===== config.mk =====
export PLATFORM = sky130hd
export DESIGN_NAME = blood_fx_sequencer_flat
export DESIGN_NICKNAME = d
export VERILOG_FILES = /design/src/rtl/blood_fx_if.sv /design/src/rtl/blood_fx_sequencer.sv /design/src/flat_wrapper.sv
export SDC_FILE = /design/constraint.sdc
export NUM_CORES = 1
export LEC_CHECK = 0
export CAP_MARGIN = 20
export CORE_MARGIN = 3
export CORE_UTILIZATION = 45
export CTS_CLUSTER_SIZE = 30
export DETAILED_ROUTE_END_ITERATION = 10
export PLACE_DENSITY = 0.81
export SLEW_MARGIN = 0
export SYNTH_ARGS = -nofsm -noshare
export SYNTH_HDL_FRONTEND = slang
export SYNTH_SLANG_ARGS = --single-unit

===== constraint.sdc =====
create_clock -name clk -period 5.9 [get_ports clk]
set_clock_uncertainty 0.2 [all_clocks]
set_input_delay 1.77 -clock clk [delete_from_list [all_inputs] [get_ports clk]]
set_output_delay 1.77 -clock clk [all_outputs]
set_load 0.005 [all_outputs]

===== src/rtl/blood_fx_if.sv =====
`default_nettype none
// ============================================================================
//  Module      : blood_fx_if
//  Description : Hit-request handshake between the two fighters and the
//                blood splatter sequencer.
//                hit_req  - level request per player (bit0 = player 0)
//                hit_x0/y0, hit_x1/y1 - requested sprite top-left origin
//                hit_ack  - one-cycle grant pulse per player
//                master   : fighter side (drives requests, sees acks)
//                slave    : sequencer side
//  Revision    : 1.0 - initial release
// ============================================================================
interface blood_fx_if;
    logic [1:0] hit_req;
    logic [9:0] hit_x0;
    logic [9:0] hit_y0;
    logic [9:0] hit_x1;
    logic [9:0] hit_y1;
    logic [1:0] hit_ack;

    modport master (
        output hit_req, hit_x0, hit_y0, hit_x1, hit_y1,
        input  hit_ack
    );

    modport slave (
        input  hit_req, hit_x0, hit_y0, hit_x1, hit_y1,
        output hit_ack
    );
endinterface
`default_nettype wire


===== src/rtl/blood_fx_sequencer.sv =====
`default_nettype none
// ============================================================================
//  Module      : blood_fx_sequencer
//  Description : Shared 64x64 blood-splatter animation sequencer. Arbitrates
//                hit requests from two players (round-robin on collisions),
//                latches a clamped sprite origin, steps frame ROMs on vblank
//                and produces a pixel-aligned colour/enable pair.
//  Ports       : clk, reset_n     - clock, async active-low reset
//                frame_tick       - one-cycle pulse at vblank start
//                video_on, x, y   - current raster position
//                hit              - request/ack handshake (slave modport)
//                busy             - animation in progress (state != IDLE)
//                rom_frame/row/col- frame ROM select and address
//                rom_color        - ROM data, one cycle after the address
//                blood_on/rgb     - draw enable and colour to compositor
//  Revision    : 1.0 - initial release
// ============================================================================
module blood_fx_sequencer #(
    parameter int NUM_FRAMES = 22,
    parameter int FRAME_W    = 5,
    parameter int FRAME_HOLD = 3,
    parameter int H_RES      = 640,
    parameter int V_RES      = 480
) (
    input  wire logic               clk,
    input  wire logic               reset_n,
    input  wire logic               frame_tick,
    input  wire logic               video_on,
    input  wire logic [9:0]         x,
    input  wire logic [9:0]         y,
    blood_fx_if.slave               hit,
    output logic                    busy,
    output logic [FRAME_W-1:0]      rom_frame,
    output logic [5:0]              rom_row,
    output logic [5:0]              rom_col,
    input  wire logic [11:0]        rom_color,
    output logic                    blood_on,
    output logic [11:0]             blood_rgb
);

    localparam int HOLD_W = (FRAME_HOLD > 1) ? $clog2(FRAME_HOLD) : 1;
    localparam logic [HOLD_W-1:0]  HOLD_MAX   = HOLD_W'(FRAME_HOLD - 1);
    localparam logic [FRAME_W-1:0] LAST_FRAME = FRAME_W'(NUM_FRAMES - 1);
    // Origins are clamped so the whole sprite stays on screen.
    localparam logic [9:0]         X_MAX      = 10'(H_RES - 64);
    localparam logic [9:0]         Y_MAX      = 10'(V_RES - 64);

    typedef enum logic [1:0] {
        IDLE = 2'd0,
        ARM  = 2'd1,
        PLAY = 2'd2
    } state_t;

    state_t             state_q,      state_d;
    logic [1:0]         hit_ack_q,    hit_ack_d;
    logic [FRAME_W-1:0] rom_frame_q,  rom_frame_d;
    logic [HOLD_W-1:0]  hold_cnt_q,   hold_cnt_d;
    logic [9:0]         ox_q,         ox_d;
    logic [9:0]         oy_q,         oy_d;
    logic               last_grant_q, last_grant_d;
    // Pipeline copies of in_box / video_on, aligned with ROM data.
    logic               in_box_q,     in_box_d;
    logic               video_on_q,   video_on_d;

    logic               grant;
    logic [9:0]         grant_x;
    logic [9:0]         grant_y;

    always_comb begin
        state_d      = state_q;
        hit_ack_d    = 2'b00;
        rom_frame_d  = rom_frame_q;
        hold_cnt_d   = hold_cnt_q;
        ox_d         = ox_q;
        oy_d         = oy_q;
        last_grant_d = last_grant_q;

        // Collision goes to whoever was not served last.
        grant   = (hit.hit_req == 2'b11) ? ~last_grant_q : hit.hit_req[1];
        grant_x = grant ? hit.hit_x1 : hit.hit_x0;
        grant_y = grant ? hit.hit_y1 : hit.hit_y0;

        case (state_q)
            IDLE: begin
                // frame_tick is deliberately not looked at here, so a tick
                // in the grant cycle cannot start the animation early.
                if (hit.hit_req != 2'b00) begin
                    hit_ack_d    = grant ? 2'b10 : 2'b01;
                    last_grant_d = grant;
                    ox_d         = (grant_x > X_MAX) ? X_MAX : grant_x;
                    oy_d         = (grant_y > Y_MAX) ? Y_MAX : grant_y;
                    state_d      = ARM;
                end
            end
            ARM: begin
                if (frame_tick) begin
                    rom_frame_d = '0;
                    hold_cnt_d  = '0;
                    state_d     = PLAY;
                end
            end
            PLAY: begin
                if (frame_tick) begin
                    if (hold_cnt_q < HOLD_MAX) begin
                        hold_cnt_d = hold_cnt_q + HOLD_W'(1);
                    end else begin
                        hold_cnt_d = '0;
                        if (rom_frame_q == LAST_FRAME) begin
                            rom_frame_d = '0;
                            state_d     = IDLE;
                        end else begin
                            rom_frame_d = rom_frame_q + FRAME_W'(1);
                        end
                    end
                end
            end
            default: state_d = IDLE;
        endcase
    end

    // Box test in 11 bits so ox+64 cannot wrap.
    logic [10:0] x_ext, y_ext, ox_ext, oy_ext;
    logic        in_box;

    always_comb begin
        x_ext  = {1'b0, x};
        y_ext  = {1'b0, y};
        ox_ext = {1'b0, ox_q};
        oy_ext = {1'b0, oy_q};
        in_box = (state_q == PLAY) &&
                 (x_ext >= ox_ext) && (x_ext < ox_ext + 11'd64) &&
                 (y_ext >= oy_ext) && (y_ext < oy_ext + 11'd64);
        in_box_d   = in_box;
        video_on_d = video_on;
        // Low six bits of the difference only depend on the low six bits.
        rom_col = in_box ? (x[5:0] - ox_q[5:0]) : 6'd0;
        rom_row = in_box ? (y[5:0] - oy_q[5:0]) : 6'd0;
    end

    always_ff @(posedge clk or negedge reset_n) begin
        if (!reset_n) begin
            state_q      <= IDLE;
            hit_ack_q    <= 2'b00;
            rom_frame_q  <= '0;
            hold_cnt_q   <= '0;
            ox_q         <= '0;
            oy_q         <= '0;
            last_grant_q <= 1'b1;
            in_box_q     <= 1'b0;
            video_on_q   <= 1'b0;
        end else begin
            state_q      <= state_d;
            hit_ack_q    <= hit_ack_d;
            rom_frame_q  <= rom_frame_d;
            hold_cnt_q   <= hold_cnt_d;
            ox_q         <= ox_d;
            oy_q         <= oy_d;
            last_grant_q <= last_grant_d;
            in_box_q     <= in_box_d;
            video_on_q   <= video_on_d;
        end
    end

    assign hit.hit_ack = hit_ack_q;
    assign busy        = (state_q != IDLE);
    assign rom_frame   = rom_frame_q;
    // Black pixels are transparent.
    assign blood_on    = in_box_q & video_on_q & (rom_color != 12'h000);
    assign blood_rgb   = blood_on ? rom_color : 12'h000;

endmodule
`default_nettype wire

===== src/flat_wrapper.sv =====
// flat-port wrapper written by rule: the top's interface ports become plain ports
module blood_fx_sequencer_flat 
#(
    parameter int NUM_FRAMES = 22,
    parameter int FRAME_W    = 5,
    parameter int FRAME_HOLD = 3,
    parameter int H_RES      = 640,
    parameter int V_RES      = 480
)
  (clk, reset_n, frame_tick, video_on, x, y, busy, rom_frame, rom_row, rom_col, rom_color, blood_on, blood_rgb, hit_hit_req, hit_hit_x0, hit_hit_y0, hit_hit_x1, hit_hit_y1, hit_hit_ack);
  blood_fx_if hit_i ();
  input  wire logic clk;
  input  wire logic reset_n;
  input  wire logic frame_tick;
  input  wire logic video_on;
  input  wire logic [9:0] x;
  input  wire logic [9:0] y;
  output logic busy;
  output logic [FRAME_W-1:0] rom_frame;
  output logic [5:0] rom_row;
  output logic [5:0] rom_col;
  input  wire logic [11:0] rom_color;
  output logic blood_on;
  output logic [11:0] blood_rgb;
  input wire logic [$bits(hit_i.hit_req)-1:0] hit_hit_req;
  input wire logic [$bits(hit_i.hit_x0)-1:0] hit_hit_x0;
  input wire logic [$bits(hit_i.hit_y0)-1:0] hit_hit_y0;
  input wire logic [$bits(hit_i.hit_x1)-1:0] hit_hit_x1;
  input wire logic [$bits(hit_i.hit_y1)-1:0] hit_hit_y1;
  output wire logic [$bits(hit_i.hit_ack)-1:0] hit_hit_ack;
  assign hit_i.hit_req = hit_hit_req;
  assign hit_i.hit_x0 = hit_hit_x0;
  assign hit_i.hit_y0 = hit_hit_y0;
  assign hit_i.hit_x1 = hit_hit_x1;
  assign hit_i.hit_y1 = hit_hit_y1;
  assign hit_hit_ack = hit_i.hit_ack;
  blood_fx_sequencer #(.NUM_FRAMES(NUM_FRAMES), .FRAME_W(FRAME_W), .FRAME_HOLD(FRAME_HOLD), .H_RES(H_RES), .V_RES(V_RES)) u_core (.clk(clk), .reset_n(reset_n), .frame_tick(frame_tick), .video_on(video_on), .x(x), .y(y), .hit(hit_i), .busy(busy), .rom_frame(rom_frame), .rom_row(rom_row), .rom_col(rom_col), .rom_color(rom_color), .blood_on(blood_on), .blood_rgb(blood_rgb));
endmodule

==> results.py <==
metrics = {
    "outcome": {
        "status": "complete, no violations",
    },
    "worst_setup_path": {
        "cp_slowest_cell": "fa_2",
        "crit_fanout": 7,
        "crit_chain": "dlygate4sd2_1 -> inv_1 -> ha_2 -> inv_2 -> fa_2 -> a21o_1 -> a21oi_2 -> a31oi_2 -> o311ai_4 -> buf_4 -> buf_12 -> nor4_2 -> buf_2",
        "timing.critical_path.arrival_ns": 3.84,
        "reg2reg_depth": 11,
        "required_ns": 3.93,
        "reg2reg_slack_ns": 3.46,
        "rr_startpoint": "u_core.ox_q[6]",
        "criticalPathCategory": "primary input to output pin",
        "crit_path_start_kind": "primary input",
        "worstReg2RegEnd": "u_core.in_box_q",
        "max_stage_delay_ns": 0.36,
        "cp-end-kind": "output pin",
    },
    "logic_synthesis": {
        "ys_ff_latch": 34,
        "yosys.area_share.adder": 0.1476,
        "synth_compound_area_frac": 0.2092,
        "synthTopCellsByCount": "dfrtp_1, ha_1, nand2_1",
        "synth_edf_count": 0,
        "netlist_area_um2": 2984,
        "synthCells": 338,
        "synth_top_cell_area_share": 0.2767,
        "yosysMostFrequentCell": "dfrtp_1",
        "synth_top_family_by_area": "simple AND/OR/NAND/NOR gates",
        "synth_fp_nets": 450,
        "syn_avg_cell_area_um2": 8.829,
        "synth_simple_gate_area_share": 0.2411,
        "synth_top_area_cell": "dfrtp_1",
        "synth_area_leaders": "dfrtp_1, ha_1, nor4_2, nand2_1, inv_1",
        "synthArstFlopShare": 1.000,
        "synth-seq-area-share": 0.2855,
        "synth-xor-area-share": 0.03229,
        "synth_top_flop_cell": "dfrtp_1",
        "ys_types": 60,
        "synth.yosys.warnings": 0,
        "muxShareOfSynthArea": 0.03103,
    },
    "drt": {
        "wirelength_um": 8913,
        "drt_iter0_drc": 119,
        "top_layer": "met4",
        "wl_met3_um": 548,
        "wl_met1_um": 3736,
        "post_drt_wl_per_cell_um": 15.83,
        "met2_length_um": 4447,
        "dr.pass1.iters": 4,
        "drc_errors": 0,
        "via_per_inst": 5.437,
        "ant_nets": 0,
        "vias": 3061,
    },
    "final_layout": {
        "fin_nets": 597,
        "drive_gt1_frac": 0.1914,
        "diodes": 0,
        "layoutNonFillerInstCount": 563,
        "final_core_util": 0.7138,
        "design_area_um2": 4558,
        "area.growth.synth_to_final_pct": 52.75,
        "fillers": 481,
    },
    "clock_tree": {
        "cts_buffer_depth": 2,
        "htree_num_levels": 2,
        "cts_root_buffer": "clkbuf_8",
        "clkTransAtPathRegs_ns": 0.07,
        "clock_latency_ns": 0.29,
        "clock_sinks": 34,
        "cts_inserted_buffers": 5,
        "cts_tree": "built",
    },
    "timing": {
        "slew_headroom": 0.5264,
        "finalHoldViolCount": 0,
        "post-route-period-util": 0.9853,
        "holdWs_ns": 0.2962,
        "period_minus_slack_ns": 5.813,
        "setup_viol": 0,
        "maxSlewViolCount": 0,
        "max_freq_mhz": 172.0,
        "rsz0062_at_grt": "no",
        "tightest_slew_ns": 0.7071,
    },
    "floorplanning": {
        "initial_core_util": 0.4673,
        "core-area_um2": 6386,
        "fp.dieH_um": 87.44,
        "rows": 29,
        "dieArea_um2": 7645,
        "fp.dieW_um": 87.44,
        "ios": 111,
    },
    "placed_design": {
        "hpwl_um": 6844,
        "placed_cell_area_um2": 4382,
        "io_buffers": 110,
        "dpl.cell_count": 546,
        "gp_congestion": 0.8486,
    },
    "global_route": {
        "grt_start_max_net_pins": 35,
        "grt_pass1_vias": 3074,
        "grt_pass1_wl_um": 14520,
        "grt_use_total": 0.2394,
        "antenna_found_initial": 0,
        "grt-ovfl-total": 0,
    },
    "power_and_ir_drop": {
        "power_density_nw_per_um2": 199.3,
        "p_leak_nw": 2.073,
        "peakVddDrop_mv": 0.1701,
        "power_mw": 0.9084,
    },
    "worst_hold_path": {
        "min_path_type": "flop to flop",
        "min_from": "u_core.ox_q[5]",
        "whs_path_depth": 2,
        "hold-path-endpoint": "u_core.ox_q[5]",
    },
    "flow_run": {
        "maxCapViolCount": 0,
    },
}
-- sequential cells by signal (all words and copies together), names as in the netlist --
name and count:
u_core.rom_frame 5, u_core.state_q 2, u_core.oy_q 10, u_core.last_grant_q 1, u_core.hit.hit_ack 2, u_core.video_on_q 1
u_core.hold_cnt_q 2, u_core.in_box_q 1, u_core.ox_q 10
-- how the worst max path moves through the flow --
| stage | start | cells after the start | endpoint |
|---|---|---|---|
| final | y[0] | 13 | rom_col[3] |
| after global routing | y[9] | 10 | rom_col[3] |
| after CTS | x[0] | 12 | rom_col[2] |
| after detailed placement | y[0] | 12 | rom_col[1] |
| after global placement | x[0] | 12 | rom_col[5] |
| after floorplan | x[0] | 10 | rom_col[0] |
-- power by group --
part	switching (mW)	internal [mW]	total, mW
Combinational	0.189	0.234	0.423
Sequential	0.0365	0.268	0.304
Clock	0.0868	0.0941	0.181
Total	0.313	0.596	0.908
-- placed cells by master (no fill, tap or decap), types with 4 or more instances in the layout --
cell type,netlist,final
clkdlybuf4s50_1,0,96
ha_1,32,31
nor4_2,9,9
a21o_1,5,5
nor2_1,23,23
nand2b_1,6,6
o211ai_1,4,4
buf_2,4,12
a21oi_1,20,18
nor4_1,5,5
xor2_1,5,4
and2_1,13,13
inv_1,27,26
nand2_1,28,28
buf_4,2,34
o21ai_0,11,11
o211a_1,6,6
mux2i_1,7,7
nor3_1,9,9
o21a_1,5,5
nand3_1,14,14
o22ai_1,6,6
dfrtp_1,33,33
nand4_1,4,4
xnor2_1,6,6
clkbuf_8,0,6
-- metal layers --
metal | vias to the layer above | track usage
li1 | 1525 | -
met2 | 93 | 0.4329
met3 | 15 | 0.04257
met1 | 1428 | 0.2913
met4 | 0 | 0.05997
met5 | - | 0
-- kinds of logic (layout without fill, tap and decap cells) --
kind of cell	Yosys count	after routing
adders and majority gates	34	34
and+or+nand+nor	127	127
DFF	34	34
AOI/OAI and AO/OA	86	86
muxes	9	9
xor gates and xnor gates	11	11
buffers and inverters	37	185
-- per-stage QoR --
stage	TNS, ns	worst slack [ns]
final	0	0.08654
after global routing	0	0.002457
after CTS	0	0.02385
after detailed placement	-4.081	-0.3648
after global placement	-3.697	-0.3189
after floorplan	0	0.4815
-- layout make-up --
| type | instances | area, µm² | share of cell area |
|---|---|---|---|
| multi-input combinational | 267 | 2018 | 0.4428 |
| timing repair buffer | 150 | 1399 | 0.3069 |
| sequential | 34 | 852.1 | 0.1869 |
| inverter | 27 | 101.3 | 0.02223 |
| tap | 77 | 96.34 | 0.02114 |
| clock buffer | 7 | 86.33 | 0.01894 |
| clock inverter | 1 | 5.005 | 0.001098 |
-- timing repair --
action,4_1_cts,5_1_grt
endpoints found under the hold margin,0,0
pin swaps,7,14
endpoints found under the setup margin,12,12
gates resized for setup,60,6
hold buffers,0,0
setup buffers,8,1
cloned,2,0
-- worst max-delay path: cells and delay by family --
kind,cells,cell delay (ns)
buffers and inverters,6,0.73
AO/OA/AOI/OAI,4,0.73
adder cells (fa/ha/maj),2,0.54
AND/OR/NAND/NOR,1,0.05
No activity file was read; power rests on OpenSTA's default activity.
